--- src/rtl/imem_loader_pkg.sv ---
// rtl/imem_loader_pkg.sv - shared state codes and stream framing constants for the imem boot loader
package imem_loader_pkg;

    // Stream framing: 2-byte little-endian word count, then 4 bytes per word
    localparam int HDR_BYTES      = 2;
    localparam int BYTES_PER_WORD = 4;

    // Loader state codes
    typedef logic [2:0] state_t;
    localparam logic [2:0] HDR_LO = 3'd0;
    localparam logic [2:0] HDR_HI = 3'd1;
    localparam logic [2:0] DATA   = 3'd2;
    localparam logic [2:0] WRITE  = 3'd3;
    localparam logic [2:0] CHECK  = 3'd4;
    localparam logic [2:0] DONE   = 3'd5;
    localparam logic [2:0] ERROR  = 3'd6;

    // States in which the loader takes a byte from the stream
    function automatic logic state_accepts(input state_t s);
        return (s == HDR_LO) || (s == HDR_HI) || (s == DATA) || (s == CHECK);
    endfunction

endpackage

--- src/rtl/imem_loader_if.sv ---
// rtl/imem_loader_if.sv - byte stream, imem write port and status bundle of the boot loader
interface imem_loader_if #(
    parameter int ADDR_WIDTH = 16,
    parameter int DATA_WIDTH = 32
);
    logic                  byte_valid;
    logic [7:0]            byte_data;
    logic                  byte_ready;
    logic                  imem_we;
    logic [ADDR_WIDTH-1:0] imem_addr;
    logic [DATA_WIDTH-1:0] imem_wdata;
    logic                  cpu_hold;
    logic                  load_done;
    logic                  load_error;

    // Loader side: consumes the byte stream, masters the imem write port
    modport master (
        input  byte_valid, byte_data,
        output byte_ready, imem_we, imem_addr, imem_wdata,
        output cpu_hold, load_done, load_error
    );

    // Environment side: byte source, instruction memory and core control
    modport slave (
        output byte_valid, byte_data,
        input  byte_ready, imem_we, imem_addr, imem_wdata,
        input  cpu_hold, load_done, load_error
    );
endinterface

--- src/rtl/imem_loader_word_assembler.sv ---
// rtl/imem_loader_word_assembler.sv - packs little-endian stream bytes into 32-bit words
module word_assembler
    import imem_loader_pkg::*;
(
    input  logic        clk,
    input  logic        rst,
    input  logic        i_accept,
    input  logic [7:0]  i_byte,
    output logic        o_word_full,
    output logic [31:0] o_word
);
    logic [1:0]  r_lane;
    logic [31:0] r_word;

    // Shift each byte in from the top so lane 0 ends up in bits [7:0]
    always_ff @(posedge clk) begin
        if (rst) begin
            r_lane <= 2'd0;
            r_word <= 32'd0;
        end else if (i_accept) begin
            r_word <= {i_byte, r_word[31:8]};
            r_lane <= r_lane + 2'd1;
        end
    end

    // Word completes in the cycle its lane-3 byte is accepted
    assign o_word_full = i_accept && (r_lane == 2'(BYTES_PER_WORD - 1));
    assign o_word      = r_word;

endmodule

--- src/rtl/imem_loader.sv ---
// rtl/imem_loader.sv - boot loader writing a length-prefixed byte stream into imem (option: LOADER_CHECKSUM_EN)
module imem_loader
    import imem_loader_pkg::*;
#(
    parameter int                    ADDR_WIDTH = 16,
    parameter int                    DATA_WIDTH = 32,
    parameter logic [ADDR_WIDTH-1:0] BASE_ADDR  = '0,
    parameter int                    MAX_WORDS  = 16384
)(
    input  logic          clk,
    input  logic          rst,
    imem_loader_if.master bus
);
    localparam logic [16:0] MAX_W = 17'(MAX_WORDS);

    state_t                r_state;
    state_t                w_next;
    logic [15:0]           r_count;
    logic [15:0]           r_word_idx;
    logic [ADDR_WIDTH-1:0] r_addr;
    logic                  w_accept;
    logic                  w_word_full;
    logic                  w_last_word;
    logic [15:0]           w_hdr_count;
    logic [31:0]           w_word;
`ifdef LOADER_CHECKSUM_EN
    logic [7:0]            r_xsum;
`endif

    assign w_accept    = bus.byte_valid && bus.byte_ready;
    assign w_hdr_count = {bus.byte_data, r_count[7:0]};
    assign w_last_word = (r_word_idx == (r_count - 16'd1));

    word_assembler u_word_assembler (
        .clk         (clk),
        .rst         (rst),
        .i_accept    (w_accept && (r_state == DATA)),
        .i_byte      (bus.byte_data),
        .o_word_full (w_word_full),
        .o_word      (w_word)
    );

    // Next-state decode for the header / payload / terminal sequence
    always_comb begin
        w_next = r_state;
        case (r_state)
            HDR_LO: if (w_accept) w_next = HDR_HI;
            HDR_HI: begin
                if (w_accept) begin
                    if ({1'b0, w_hdr_count} > MAX_W)
                        w_next = ERROR;
                    else if (w_hdr_count == 16'd0)
`ifdef LOADER_CHECKSUM_EN
                        w_next = CHECK;
`else
                        w_next = DONE;
`endif
                    else
                        w_next = DATA;
                end
            end
            DATA:   if (w_word_full) w_next = WRITE;
            WRITE: begin
                if (w_last_word)
`ifdef LOADER_CHECKSUM_EN
                    w_next = CHECK;
`else
                    w_next = DONE;
`endif
                else
                    w_next = DATA;
            end
`ifdef LOADER_CHECKSUM_EN
            CHECK:  if (w_accept) w_next = (bus.byte_data == r_xsum) ? DONE : ERROR;
`endif
            DONE:   w_next = DONE;
            ERROR:  w_next = ERROR;
            default: w_next = ERROR;
        endcase
    end

    // State register; DONE and ERROR are left only through rst
    always_ff @(posedge clk) begin
        if (rst) r_state <= HDR_LO;
        else     r_state <= w_next;
    end

    // Capture the word count from the two header bytes
    always_ff @(posedge clk) begin
        if (rst) begin
            r_count <= 16'd0;
        end else if (w_accept) begin
            if (r_state == HDR_LO) r_count[7:0]  <= bus.byte_data;
            if (r_state == HDR_HI) r_count[15:8] <= bus.byte_data;
        end
    end

    // Advance word index and write address after each non-final write
    always_ff @(posedge clk) begin
        if (rst) begin
            r_addr     <= BASE_ADDR;
            r_word_idx <= 16'd0;
        end else if ((r_state == WRITE) && !w_last_word) begin
            r_addr     <= r_addr + ADDR_WIDTH'(BYTES_PER_WORD);
            r_word_idx <= r_word_idx + 16'd1;
        end
    end

`ifdef LOADER_CHECKSUM_EN
    // Running XOR of every stream byte ahead of the checksum byte itself
    always_ff @(posedge clk) begin
        if (rst)                             r_xsum <= 8'd0;
        else if (w_accept && r_state != CHECK) r_xsum <= r_xsum ^ bus.byte_data;
    end
`endif

    assign bus.byte_ready = state_accepts(r_state);
    assign bus.imem_we    = (r_state == WRITE);
    assign bus.imem_addr  = r_addr;
    assign bus.imem_wdata = w_word;
    assign bus.cpu_hold   = (r_state != DONE);
    assign bus.load_done  = (r_state == DONE);
    assign bus.load_error = (r_state == ERROR);

endmodule
--- src/flat_wrapper.sv ---
// flat-port wrapper written by rule: the top's interface ports become plain ports
module imem_loader_flat import imem_loader_pkg::*;
#(
    parameter int                    ADDR_WIDTH = 16,
    parameter int                    DATA_WIDTH = 32,
    parameter logic [ADDR_WIDTH-1:0] BASE_ADDR  = '0,
    parameter int                    MAX_WORDS  = 16384
)
  (clk, rst, bus_byte_valid, bus_byte_data, bus_byte_ready, bus_imem_we, bus_imem_addr, bus_imem_wdata, bus_cpu_hold, bus_load_done, bus_load_error);
  imem_loader_if #(.ADDR_WIDTH(ADDR_WIDTH), .DATA_WIDTH(DATA_WIDTH)) bus_i ();
  input  logic clk;
  input  logic rst;
  input wire logic [$bits(bus_i.byte_valid)-1:0] bus_byte_valid;
  input wire logic [$bits(bus_i.byte_data)-1:0] bus_byte_data;
  output wire logic [$bits(bus_i.byte_ready)-1:0] bus_byte_ready;
  output wire logic [$bits(bus_i.imem_we)-1:0] bus_imem_we;
  output wire logic [$bits(bus_i.imem_addr)-1:0] bus_imem_addr;
  output wire logic [$bits(bus_i.imem_wdata)-1:0] bus_imem_wdata;
  output wire logic [$bits(bus_i.cpu_hold)-1:0] bus_cpu_hold;
  output wire logic [$bits(bus_i.load_done)-1:0] bus_load_done;
  output wire logic [$bits(bus_i.load_error)-1:0] bus_load_error;
  assign bus_i.byte_valid = bus_byte_valid;
  assign bus_i.byte_data = bus_byte_data;
  assign bus_byte_ready = bus_i.byte_ready;
  assign bus_imem_we = bus_i.imem_we;
  assign bus_imem_addr = bus_i.imem_addr;
  assign bus_imem_wdata = bus_i.imem_wdata;
  assign bus_cpu_hold = bus_i.cpu_hold;
  assign bus_load_done = bus_i.load_done;
  assign bus_load_error = bus_i.load_error;
  imem_loader #(.ADDR_WIDTH(ADDR_WIDTH), .DATA_WIDTH(DATA_WIDTH), .BASE_ADDR(BASE_ADDR), .MAX_WORDS(MAX_WORDS)) u_core (.clk(clk), .rst(rst), .bus(bus_i));
endmodule
--- config.mk ---
export PLATFORM = sky130hd
export DESIGN_NAME = imem_loader_flat
export DESIGN_NICKNAME = d
export VERILOG_FILES = /design/src/rtl/imem_loader_pkg.sv /design/src/rtl/imem_loader_if.sv /design/src/rtl/imem_loader_word_assembler.sv /design/src/rtl/imem_loader.sv /design/src/flat_wrapper.sv
export SDC_FILE = /design/constraint.sdc
export NUM_CORES = 1
export LEC_CHECK = 0
export BUFFER_PORTS_ARGS = -buffer_cell sky130_fd_sc_hd__buf_4
export CORE_MARGIN = 1
export CORE_UTILIZATION = 60
export CTS_CLUSTER_DIAMETER = 30
export CTS_CLUSTER_SIZE = 24
export DETAILED_ROUTE_END_ITERATION = 8
export GPL_TIMING_DRIVEN = 1
export PLACE_DENSITY = 0.81
export SLEW_MARGIN = 20
export SYNTH_ARGS = -nofsm -noshare
export SYNTH_HDL_FRONTEND = slang
export SYNTH_SLANG_ARGS = --single-unit
--- constraint.sdc ---
create_clock -name clk -period 9.15 [get_ports clk]
set_clock_uncertainty 0.05 [all_clocks]
set_input_delay 0.915 -clock clk [delete_from_list [all_inputs] [get_ports clk]]
set_output_delay 0.915 -clock clk [all_outputs]
set_load 0.03 [all_outputs]
# Word level (Yosys, flattened, before mapping)

Index checks and enable logic that the tools add are counted.

Equal/unequal tests: 12
$lt $le $gt $ge: 1
Add/subtract/negate cells: 4
Reductions and logical operators: 13
Muxes and demuxes: 7

Operators with widths:

| kind                    | count |
|---|---|
| $mux W3                 | 6 |
| $add A16 B1 Y16 const B | 1 |
| $add A16 B3 Y16 const B | 1 |
| $eq A16 B16 Y1          | 1 |
| $gt A16 B15 Y1 const B  | 1 |
| $logic_not A16 Y1       | 1 |
| $sub A16 B1 Y16 const B | 1 |
| $pmux W3 S5             | 1 |
| $eq A3 B3 Y1 const B    | 3 |
| $eq A3 B2 Y1 const B    | 2 |
| $logic_and A1 B1 Y1     | 4 |
| $ne A2 B1 Y1 const B    | 2 |
| $reduce_and A2 Y1       | 2 |
| $eq A3 B1 Y1 const B    | 1 |
| $logic_not A3 Y1        | 1 |
| $logic_or A1 B1 Y1      | 3 |
| $ne A3 B3 Y1 const B    | 1 |
| $reduce_and A3 Y1       | 1 |
| $add A2 B1 Y2 const B   | 1 |
| $eq A2 B2 Y1 const B    | 1 |
| $ne A2 B2 Y1 const B    | 1 |
| $logic_not A1 Y1        | 1 |

Output and inout port bits: 53
Register bits after elaboration: 85
Input bits: 11

# Longest topological paths before layout

Gate-level depths: netlist (run 1).

Depth in word-level cells: 9
Gate-level depth with buffers: 11
Depth with buffers taken out: 9

# Hierarchy

Synthesis (run 1) repeated with hierarchy kept, for this count alone.

Cell total of the unflattened synthesis: 496
Area total of the unflattened synthesis: 4266.6 um2

Modules (own cells, without submodules):

| module         | cells each | sequential area each (um2) | times used | area each (um2) |
|---|---|---|---|---|
| imem_loader    | 384        | 980.9                      | 1          | 3009.1 |
| word_assembler | 112        | 680.7                      | 1          | 1257.5 |

# Worst setup path after synthesis (run 1)

OpenSTA, ideal clock, no wires.

Path kind: register -> register
From: register u_core.r_count[0]
To: register u_core.r_addr[4], in the netlist u_core.bus.imem_addr[4]
Library setup time: 123 ps
Data arrival time: 2758 ps
Path buffers: 0
Path slack: 6218 ps
Cell stages (with the launch flop): 10
Period minus slack after synthesis: 2932 ps
Path through: dfxtp_1 inv_1 ha_1 or3b_4 o31ai_2 nand4_1 or4_4 or4_4 nand3_1 mux2_1

Word-level cells in the longest chain between the ends: 4

RTL lines:

| what                   | RTL line           | source |
|---|---|---|
| start, declared        | imem_loader.sv:18  | `logic [15:0] r_count;` |
| start signal, assigned | imem_loader.sv:93  | `if (r_state == HDR_LO) r_count[7:0] <= bus.byte_data;` |
| $sub A16 B1 Y16        | imem_loader.sv:32  | `assign w_last_word = (r_word_idx == (r_count - 16'd1));` |
| $eq A16 B16 Y1         | imem_loader.sv:32  |  |
| $logic_not A1 Y1       | imem_loader.sv:103 | `end else if ((r_state == WRITE) && !w_last_word) begin` |
| $logic_and A1 B1 Y1    | imem_loader.sv:103 |  |
| end signal, assigned   | imem_loader.sv:104 | `r_addr <= r_addr + ADDR_WIDTH'(BYTES_PER_WORD);` |
| end, declared          | imem_loader.sv:20  | `logic [ADDR_WIDTH-1:0] r_addr;` |

Every way passes these cells.
A chain may end at the register's enable or synchronous reset.

# Worst setup path after layout (run 1)

From: register u_core.r_count[0]
To: register u_core.r_state[2]

Word-level cells in the longest chain between the ends: 5

RTL lines:

| what                                                                    | RTL line          | source |
|---|---|---|
| parallel branches: the longest is 4 deep, another holds $sub A16 B1 Y16 | -                 |  |
| $pmux W3 S5 *                                                           | imem_loader.sv:46 | `case (r_state)` |
| end signal, assigned                                                    | imem_loader.sv:85 | `else r_state <= w_next;` |
| end, declared                                                           | imem_loader.sv:16 | `state_t r_state;` |

Mark *: on every way between the ends. The select of a mux whose other input is x is not followed.

==> results of run 1 <==
-- state kept, by name, summed over array words and instances, names as in the netlist --
signal                          cells
u_core.r_state                      3
u_core.u_word_assembler.r_lane      2
u_core.u_word_assembler.o_word     32
u_core.r_word_idx                  16
u_core.bus.imem_addr               14
u_core.r_count                     16
-- routing by layer --
metal | vias to the layer above | track usage | share of wire
met5 | - | 0 | 0
met1 | 1832 | 0.3860 | 0.47
met3 | 20 | 0.04280 | 0.054
met2 | 143 | 0.4109 | 0.45
li1 | 1931 | - | -
met4 | 0 | 0.1015 | 0.020
-- how the worst max path moves through the flow --
stage | to | slack [ns] | cells after the start
finish | u_core.r_state[2]$_SDFFE_PP0P_ | 5.54 | 10
floorplan | u_core.bus.imem_addr[4]$_SDFFE_PP0P_ | 6.22 | 9
detailed placement | u_core.r_state[2]$_SDFFE_PP0P_ | 5.59 | 10
global route | u_core.r_state[2]$_SDFFE_PP0P_ | 5.27 | 10
CTS | u_core.r_state[2]$_SDFFE_PP0P_ | 5.56 | 10
global placement | u_core.r_state[2]$_SDFFE_PP0P_ | 5.74 | 10
-- cell usage in the layout, fill, tap and decap left out, drive strengths merged, types with 2 or more instances in the layout --
cell type and n:
nand2 99, dfxtp 83, a21oi 70, buf 64, or4 25, nor2 24, o31ai 21, nand3 17
xnor2 14, nand4 13, inv 13, o21ai 11, nor3 10, clkbuf 10, xor2 8, mux2i 8
nor4 7, and3 6, nor2b 5, and2 4, or3 4, ha 4, mux2 4, o211ai 3
and4 3, clkinv 3, o22ai 2, conb 2, clkinvlp 2, nor3b 2, o2111ai 2
-- cells by family after synthesis --
family	synth area share
buf+inv	0.05216
mux	0.02998
simple gates	0.2812
flops	0.3981
xor+xnor	0.04616
compound gates	0.1772
other cells	0.0008984
fa+ha+maj	0.01439
-- final cells by class --
| class | count | area (um2) | area share |
|---|---|---|---|
| Tap cell | 80 | 100.1 | 0.02100 |
| Multi-Input combinational cell | 388 | 2303 | 0.4832 |
| Inverter | 12 | 45.04 | 0.009449 |
| Clock buffer | 10 | 127.6 | 0.02677 |
| Sequential cell | 83 | 1662 | 0.3486 |
| Timing Repair Buffer | 64 | 480.5 | 0.1008 |
| Clock inverter | 6 | 48.80 | 0.01024 |
-- through the flow --
stage	cell area, um2	cells	total power, mW	util
6_report	4767	643	0.7608	0.7056
3_5_place_dp	4591	627	0.5238	0.6794
2_1_floorplan	4178	518	0.4924	-
5_1_grt	4767	643	0.7954	0.7056
4_1_cts	4767	643	0.7647	0.7056
3_3_place_gp	4591	627	0.5202	0.6794
-- critical path: cells and delay by family, from the launching register on --
| family | cells | cell delay, ns |
|---|---|---|
| simple gates | 4 | 1.82 |
| buf+inv | 2 | 0.52 |
| flops | 1 | 0.38 |
| compound gates | 2 | 0.37 |
| fa+ha+maj | 1 | 0.20 |
| xor+xnor | 1 | 0.18 |
-- power by group --
group / switching [mW] / internal (mW) / total (mW)
registers: 0.0153 / 0.370 / 0.385
clock network: 0.141 / 0.102 / 0.243
logic: 0.0828 / 0.0502 / 0.133
total: 0.239 / 0.522 / 0.761
==> impl_results.md, run 1 <==
- Placement Setup Slack: 5.591 ns
- Setup bufs post-CTS: 0
- Most used standard cell by instance count after synthesis: sky130_fd_sc_hd__nand2_1
- Post-cts repair resize count: 0
- Hold Path End: u_core.u_word_assembler.o_word[6]$_SDFFE_PP0P_
- Fill cell count: 570
- Area enclosed by the die boundary: 7294 um2
- Num CTS Buffers: 9
- Floorplan core area: 6756 um2
- Total negative setup slack: 0 ns
- Portion of synthesized cell area occupied by the leading cell type: 0.3981
- Largest area contributor in the synthesized netlist: sky130_fd_sc_hd__dfxtp_1
- Clock Pin Slew Worst Setup and Hold Paths: 0.09 ns
- Pin slew with the least headroom to its limit: 1.047 ns
- Maximum number of pins on one net before global-route repair: 88
- Post-Synthesis Cell Area: 4174 um2
- Aggregate global routing overflow: 0
- Synth Register Bits: 83
- Via count of the first global-routing pass: 3373
- Worst hold-check path type: reg2reg
- DRC viols: 0
- Root buffer cell: sky130_fd_sc_hd__clkbuf_8
- Proportion of register bits with asynchronous set or reset after synthesis: 0
- CTS H-Tree Depth: 3
- Slowest cell delay on critical path: 0.62 ns
- DRC marker count from the first detailed-route iteration: 336
- Die span in y: 85.41 um
- Timing-limited maximum frequency: 276.7 MHz
- Standby leakage power: 1.715 nW
- Post-CTS Hold Buffers: 0
- Data arrival time at the worst-slack endpoint: 3.83 ns
- Required time of the critical path: 9.37 ns
- Per-instance average area after synthesis: 8.074 um2
- Worst hold stages: 2
- Total number of placement rows: 30
- Area added between synthesis and finish: 14.21%
- Reg-to-reg slack, setup: 5.54 ns
- Portion of the clock cycle consumed by the worst path in the final layout: 0.3950
- Startpoint-to-endpoint class of the critical path: reg2reg
- Total via count in the routed design: 3926
- Number of detailed-routing iterations run before antenna repair: 5
- VDD IR max: 0.09898 mV
- Crit path launch type: flip-flop
- Final Max Slew Viols: 0
- Ordered cell list for the critical path: inv_1 > ha_1 > nor3b_2 > nand4_1 > xnor2_1 > or4_4 > nor4_4 > buf_4 > o21ai_2 > a221oi_2
- Die outline width: 85.41 um
- Endpoints failing setup: 0
- Start point of the worst hold path: u_core.u_word_assembler.o_word[6]$_SDFFE_PP0P_
- Final Routed Wirelength: 9725 um
- Aggregate global-route resource usage: 0.2699
- Count of boundary I/O pins: 64
- Number of hold violations in the final report: 0
- Wire length of the first global-routing pass: 15900 um
- Total number of clock tree sinks: 83
- Layout cells sized above 1: 0.1670
- Worst reg2reg startpoint: u_core.r_count[0]$_SDFFE_PP0P_
- Unrepaired setup endpoints after global routing: false
- Source of the critical timing path: u_core.r_count[0]$_SDFFE_PP0P_
- Maximum count of clock buffers along a single path: 2
- Sequential element share of the synthesized area: 0.3981
- Peak fanout along the critical path: 36
- Predominant post-synthesis flop cell: sky130_fd_sc_hd__dfxtp_1
- CTS tree: built
- Reg2reg path depth: 10
- R2r endpoint: u_core.r_state[2]$_SDFFE_PP0P_
- Port bufs: 61
- Element type at the critical path end: flip-flop
- Total inserted antenna cells: 0
- Starting density of the core: 0.6178
- Slack of the critical path: 5.536 ns
- Gate count after technology mapping: 517
- Number of vias per cell: 6.106
- Number of nets still failing antenna checks after routing: 0
- Relative slew slack: 0.3001
- PD cells: 159.6 nW/um2
- Highest-delay cell along the critical path: sky130_fd_sc_hd__nor4_4
- Count of yosys warnings during synthesis: 0
- Final period demand of the worst path: 3.614 ns
- Post-synth EDFFs: 0
- Number of distinct standard cells referenced by the synthesized netlist: 61
- Run status: finished clean
- Max capacitance violation total: 0
- Antenna violations before repair: 0
- Half-perimeter wire length of the detailed placement result: 6710 um
- Clock latency of the later-clocked register in the worst-skew pair: 0.36 ns
- Last weighted congestion value of the routability-driven placer: 0.9240
- Most frequent cells after synthesis: 99 x sky130_fd_sc_hd__nand2_1, 83 x sky130_fd_sc_hd__dfxtp_1, 70 x sky130_fd_sc_hd__a21oi_1
- Leading cell types by total area after synthesis: sky130_fd_sc_hd__dfxtp_1 40%, sky130_fd_sc_hd__nand2_1 8.9%, sky130_fd_sc_hd__a21oi_1 8.4%, sky130_fd_sc_hd__or4_1 4.0%, sky130_fd_sc_hd__o31ai_1 3.6%
- Total number of nets in the final design: 573
- Wire per inst: 15.12 um
- Worst hold slack: 0.4088 ns
(Power assumes the default switching activity.)
==> inputs of run 2 (changes only) <==
Settings changed: CORE_UTILIZATION 60 to 57, PLACE_DENSITY 0.81 to 0.77.
Clock period 9.15 ns to 3.7 ns, I/O delays scaled along.
==> run 2 against run 1 <==
Via count about the same. Clock-buffer cell count down 1. Global-route usage up 0.36 points. Final cell count up 3.0%. Die area up 5.1%.
==> impl_results.md, run 2 (synthesized netlist as in run 1, its figures left out) <==
- Crit path launch type: flip-flop
- Peak fanout along the critical path: 9
- Total number of nets in the final design: 576
- Number of hold violations in the final report: 0
- Maximum count of clock buffers along a single path: 2
- Pin slew with the least headroom to its limit: 1.056 ns
- Unrepaired setup endpoints after global routing: false
- Half-perimeter wire length of the detailed placement result: 7021 um
- Die span in y: 87.58 um
- Starting density of the core: 0.6011
- Root buffer cell: sky130_fd_sc_hd__clkbuf_8
- Post-cts repair resize count: 0
- Total negative setup slack: 0 ns
- Number of detailed-routing iterations run before antenna repair: 5
- Port bufs: 61
- Final Util: 0.6966
- Setup bufs post-CTS: 0
- DRC viols: 0
- Maximum number of pins on one net before global-route repair: 88
- Area enclosed by the die boundary: 7669 um2
- Most frequent cells in the layout: 99 x sky130_fd_sc_hd__nand2_1, 83 x sky130_fd_sc_hd__dfxtp_1, 70 x sky130_fd_sc_hd__a21oi_1
- Layout cells sized above 1: 0.1731
- Instance area at placement: 4633 um2
- Element type at the critical path end: flip-flop
- Total via count in the routed design: 3924
- Final period demand of the worst path: 3.167 ns
- Max capacitance violation total: 0
- Non-Filler Cell Area, Final: 4837 um2
- Number of nets still failing antenna checks after routing: 0
- CTS H-Tree Depth: 3
- Number of vias per cell: 5.927
- Post-placement cell count: 646
- Via count of the first global-routing pass: 3476
- Leading cell type in the layout, fill and taps excluded: sky130_fd_sc_hd__nand2_1
- Run status: finished clean
- Final Max Slew Viols: 0
- Endpoints failing setup: 0
- Total inserted antenna cells: 0
- Num CTS Buffers: 9
- VDD IR max: 0.2724 mV
- Floorplan core area: 6944 um2
- Data arrival time at the worst-slack endpoint: 3.37 ns
- Worst hold-check path type: in2reg
- Layout Cells excl Fill: 662
- Final total power: 1.974 mW
- Die outline width: 87.58 um
- Count of boundary I/O pins: 64
- Standby leakage power: 1.747 nW
- Reg-to-reg slack, setup: 0.53 ns
- Final Routed Wirelength: 10170 um
- Timing-limited maximum frequency: 315.8 MHz
- Aggregate global-route resource usage: 0.2736
- Antenna violations before repair: 0
- Clock Pin Slew Worst Setup and Hold Paths: 0.10 ns
- Clock latency of the later-clocked register in the worst-skew pair: 0.36 ns
- DRC marker count from the first detailed-route iteration: 310
- Required time of the critical path: 3.90 ns
- Total number of clock tree sinks: 83
- Total number of placement rows: 30
- Startpoint-to-endpoint class of the critical path: reg2reg
- CTS tree: built
- Area added between synthesis and finish: 15.89%
- Wire length of the first global-routing pass: 16520 um
- PD cells: 408.1 nW/um2
- Portion of the clock cycle consumed by the worst path in the final layout: 0.8559
- Wire per inst: 15.36 um
- Last weighted congestion value of the routability-driven placer: 0.9575
- Aggregate global routing overflow: 0
- Fill cell count: 616
- Post-CTS Hold Buffers: 0
- Max reg flops: 32
- Relative slew slack: 0.2945
run 2: cell types whose count changed in the layout (fill, tap and decap cells not counted):
cell / before / now
sky130_fd_sc_hd__clkinvlp_4: 2 / 1
sky130_fd_sc_hd__inv_6: 2 / 3
sky130_fd_sc_hd__buf_4: 64 / 67
sky130_fd_sc_hd__bufinv_16: 0 / 1
sky130_fd_sc_hd__clkbuf_1: 1 / 0
run 2: critical path, stage by stage (launching register included):
cell and delay, ns:
sky130_fd_sc_hd__dfxtp_1 0.37, sky130_fd_sc_hd__inv_1 0.08, sky130_fd_sc_hd__ha_1 0.18, sky130_fd_sc_hd__nor3b_2 0.46, sky130_fd_sc_hd__nand4_1 0.19, sky130_fd_sc_hd__xnor2_1 0.19
sky130_fd_sc_hd__or4_4 0.51, sky130_fd_sc_hd__or4_4 0.57, sky130_fd_sc_hd__nand3_1 0.12, sky130_fd_sc_hd__mux2_1 0.33
run 2: metal layers:
metal,vias to the layer above,share of wire,global-route usage
met2,115,0.47,0.4311
met5,-,0,0
met3,14,0.048,0.04147
li1,1938,-,-
met1,1857,0.47,0.3786
met4,0,0.014,0.1088
run 2: layout make-up:
cell class	count	area, um2	area share
repair buffers	67	503.0	0.1040
multi-input cells	388	2303	0.4762
clock buffers	9	123.9	0.02561
clock inverters	7	80.08	0.01655
well taps	96	120.1	0.02483
inverters	12	45.04	0.009312
flip-flops and latches	83	1662	0.3435
run 2: path summary, 6_finish.rpt:
kind                                                                      from                                              end  cells after the start
worst max-delay path                            u_core.r_count[0]$_SDFFE_PP0P_             u_core.bus.imem_addr[4]$_SDFFE_PP0P_                      9
worst min-delay path                                          bus_byte_data[2]  u_core.u_word_assembler.o_word[26]$_SDFFE_PP0P_                      3
worst max register to register                  u_core.r_count[0]$_SDFFE_PP0P_             u_core.bus.imem_addr[4]$_SDFFE_PP0P_                      9
worst min register to register  u_core.u_word_assembler.o_word[2]$_SDFFE_PP0P_   u_core.u_word_assembler.o_word[2]$_SDFFE_PP0P_                      2
run 2: where the power goes:
part           internal (mW)  switching [mW]
logic                  0.127           0.206
registers              0.915          0.0377
clock network          0.323           0.365
run 2: metrics by stage:
stage,setup slack (ns),hold slack (ns)
after floorplan,0.7682,0.3900
after global placement,0.6621,0.3934
after detailed placement,0.5592,0.3999
after CTS,0.5429,0.2214
after global routing,0.3406,0.2295
final,0.5332,0.2242
==> inputs of run 3 (changes only) <==
Settings changed: ABC_AREA set to 1, PLACE_DENSITY 0.77 to 0.8.
==> run 3 against run 2 <==
Sequential share of layout area fell by 1.4 points. Clock-buffer cell count did not move. Non-clock buffer count down 1. First-iteration DRC count shrank 23%. Hold slack worse by 0.0063 ns. Utilization is 0.94 points lower. Combinational power increased by 120%.
==> impl_results.md, run 3 <==
- Run status: finished clean
- Portion of synthesized cell area occupied by the leading cell type: 0.3807
- Total number of placement rows: 31
- Synth Area in Simple Gates: 0.3231
- Number of distinct standard cells referenced by the synthesized netlist: 32
- Total negative setup slack: 0 ns
- Setup bufs post-CTS: 0
- Predominant post-synthesis flop cell: sky130_fd_sc_hd__dfxtp_1
- Post-Synthesis Cell Area: 4364 um2
- Area occupied by multi-input gates: 2335 um2
- Post-CTS Hold Buffers: 0
- Reg2reg path depth: 15
- Start point of the worst hold path: bus_byte_data[1]
- Max capacitance violation total: 0
- Aggregate global routing overflow: 0
- Final Routed Wirelength: 10670 um
- Portion of the clock cycle consumed by the worst path in the final layout: 0.6847
- Synth Register Bits: 83
- Unrepaired setup endpoints after global routing: false
- Startpoint-to-endpoint class of the critical path: reg2reg
- Most frequent cells after synthesis: 135 x sky130_fd_sc_hd__nor2_1, 97 x sky130_fd_sc_hd__nand2_1, 83 x sky130_fd_sc_hd__dfxtp_1
- Timing-limited maximum frequency: 394.7 MHz
- Leading cell types by total area after synthesis: sky130_fd_sc_hd__dfxtp_1 38%, sky130_fd_sc_hd__nor2_1 12%, sky130_fd_sc_hd__nand2_1 8.3%, sky130_fd_sc_hd__o21ai_0 6.5%, sky130_fd_sc_hd__nand3_1 6.1%
- Relative slew slack: 0.3859
- Area taken by flip-flops and latches: 1662 um2
- Largest family of logic cells by synthesized area: simple AND/OR/NAND/NOR gates
- Count of yosys warnings during synthesis: 0
- VDD IR max: 0.4031 mV
- Arithmetic-cell share of the synthesized area counting full adders, half adders and majority gates: 0.01147
- Required time of the critical path: 3.90 ns
- CTS H-Tree Depth: 3
- Via count of the first global-routing pass: 3829
- Most used standard cell by instance count after synthesis: sky130_fd_sc_hd__nor2_1
- Starting density of the core: 0.5953
- Per-instance average area after synthesis: 6.745 um2
- Die outline width: 89.50 um
- Largest area contributor in the synthesized netlist: sky130_fd_sc_hd__dfxtp_1
- Worst reg2reg startpoint: u_core.r_count[0]$_SDFFE_PP0P_
- Wire per inst: 13.30 um
- Total inserted antenna cells: 0
- Worst hold-check path type: in2reg
- Max reg flops: 32
- Final total power: 2.394 mW
- Peak fanout along the critical path: 32
- Floorplan core area: 7331 um2
- CTS tree: built
- Number of hold violations in the final report: 0
- Non-Filler Cell Area, Final: 5037 um2
- Layout cells sized above 1: 0.1394
- Last weighted congestion value of the routability-driven placer: 0.9096
- Clock latency of the later-clocked register in the worst-skew pair: 0.36 ns
- Instance area at placement: 4856 um2
- Maximum count of clock buffers along a single path: 2
- Number of vias per cell: 5.314
- Element type at the critical path end: flip-flop
- Post-synth EDFFs: 0
- Worst hold stages: 3
- DRC viols: 0
- Endpoints failing setup: 0
- Aggregate global-route resource usage: 0.2806
- Wire length of the first global-routing pass: 17300 um
- Number of detailed-routing iterations run before antenna repair: 5
- Num CTS Buffers: 9
- Most frequent cells in the layout: 135 x sky130_fd_sc_hd__nor2_1, 97 x sky130_fd_sc_hd__nand2_1, 83 x sky130_fd_sc_hd__dfxtp_1
- Xor and xnor area share after synthesis: 0.07225
- Maximum number of pins on one net before global-route repair: 38
- Post-cts repair resize count: 0
- Data arrival time at the worst-slack endpoint: 2.73 ns
- Crit path launch type: flip-flop
- Die span in y: 89.50 um
- Area enclosed by the die boundary: 8010 um2
- Gate count after technology mapping: 647
- Total number of nets in the final design: 713
- R2r endpoint: u_core.bus.imem_addr[3]$_SDFFE_PP0P_
- Root buffer cell: sky130_fd_sc_hd__clkbuf_8
- Standby leakage power: 2.212 nW
- Number of nets still failing antenna checks after routing: 0
- Total via count in the routed design: 4262
- Proportion of register bits with asynchronous set or reset after synthesis: 0
- Final period demand of the worst path: 2.533 ns
- Antenna violations before repair: 0
- PD cells: 475.3 nW/um2
- Hold Path End: u_core.r_count[9]$_SDFFE_PP0P_
- Area added between synthesis and finish: 15.42%
- Pin slew with the least headroom to its limit: 0.9202 ns
- Total number of clock tree sinks: 83
- Clock Pin Slew Worst Setup and Hold Paths: 0.10 ns
- Sequential element share of the synthesized area: 0.3807
- Port bufs: 61
- Fill cell count: 656
- Complex-gate fraction of the synthesized area: 0.1253
- Leading cell type in the layout, fill and taps excluded: sky130_fd_sc_hd__nor2_1
- Half-perimeter wire length of the detailed placement result: 7719 um
- Reg-to-reg slack, setup: 1.17 ns
- Count of boundary I/O pins: 64
- Final Max Slew Viols: 0
- DRC marker count from the first detailed-route iteration: 239
- Share of cell area taken by muxes after synthesis: 0
run 3: worst max-delay path by stage:
stage,start,to
CTS,u_core.r_count[0]$_SDFFE_PP0P_,u_core.bus.imem_addr[3]$_SDFFE_PP0P_
global placement,u_core.r_count[0]$_SDFFE_PP0P_,u_core.r_word_idx[0]$_SDFFE_PP0P_
global route,u_core.r_count[0]$_SDFFE_PP0P_,u_core.r_word_idx[1]$_SDFFE_PP0P_
detailed placement,u_core.r_count[0]$_SDFFE_PP0P_,u_core.bus.imem_addr[3]$_SDFFE_PP0P_
floorplan,u_core.r_state[0]$_SDFFE_PP0P_,u_core.r_state[0]$_SDFFE_PP0P_
finish,u_core.r_count[0]$_SDFFE_PP0P_,u_core.bus.imem_addr[3]$_SDFFE_PP0P_
run 3: per-stage QoR:
| step | instances | utilization | hold WS, ns | setup WS (ns) |
|---|---|---|---|---|
| 2_1_floorplan | 648 | - | 0.3934 | 1.777 |
| 3_3_place_gp | 786 | 0.6624 | 0.4037 | 1.297 |
| 3_5_place_dp | 786 | 0.6624 | 0.4180 | 1.214 |
| 4_1_cts | 802 | 0.6871 | 0.2083 | 1.192 |
| 5_1_grt | 802 | 0.6871 | 0.2171 | 0.9121 |
| 6_report | 802 | 0.6871 | 0.2179 | 1.167 |
run 3: worst max-delay path, stage by stage (launching register included):
cell and delay, ns:
sky130_fd_sc_hd__dfxtp_1 0.32, sky130_fd_sc_hd__inv_1 0.14, sky130_fd_sc_hd__ha_1 0.26, sky130_fd_sc_hd__nand2_2 0.14, sky130_fd_sc_hd__nor2_4 0.17, sky130_fd_sc_hd__nand2_1 0.09, sky130_fd_sc_hd__nand3_1 0.09, sky130_fd_sc_hd__nand2_1 0.05
sky130_fd_sc_hd__inv_1 0.04, sky130_fd_sc_hd__nand2_1 0.07, sky130_fd_sc_hd__nor2_4 0.11, sky130_fd_sc_hd__nand2_4 0.20, sky130_fd_sc_hd__nand2_4 0.35, sky130_fd_sc_hd__inv_1 0.15, sky130_fd_sc_hd__nor2_1 0.12, sky130_fd_sc_hd__nor2_1 0.06
run 3: final cells by class:
type | instances | share of cell area
tap | 99 | 0.02459
timing repair buffer | 66 | 0.09836
sequential | 83 | 0.3299
clock inverter | 7 | 0.01143
multi-input combinational | 474 | 0.4635
inverter | 64 | 0.04769
clock buffer | 9 | 0.02459
run 3: cells by family after synthesis:
family	Yosys count
AOI/OAI and AO/OA	108
xor gates and xnor gates	36
adders and majority gates	4
buffers and inverters	91
DFF	83
other	1
and+or+nand+nor	324
run 3: per-layer routing:
metal  routed length (um)  GRT usage  vias up
li1                     -          -     2165
met1                 4831     0.3535     1952
met2                 5002     0.4684      126
met3                  671    0.07849       19
met4                  162    0.08369        0
met5                    0          0        -
run 3: power breakdown:
group	internal, mW	switching, mW
logic	0.245	0.481
clock network	0.253	0.365
registers	0.973	0.0771
total	1.47	0.923
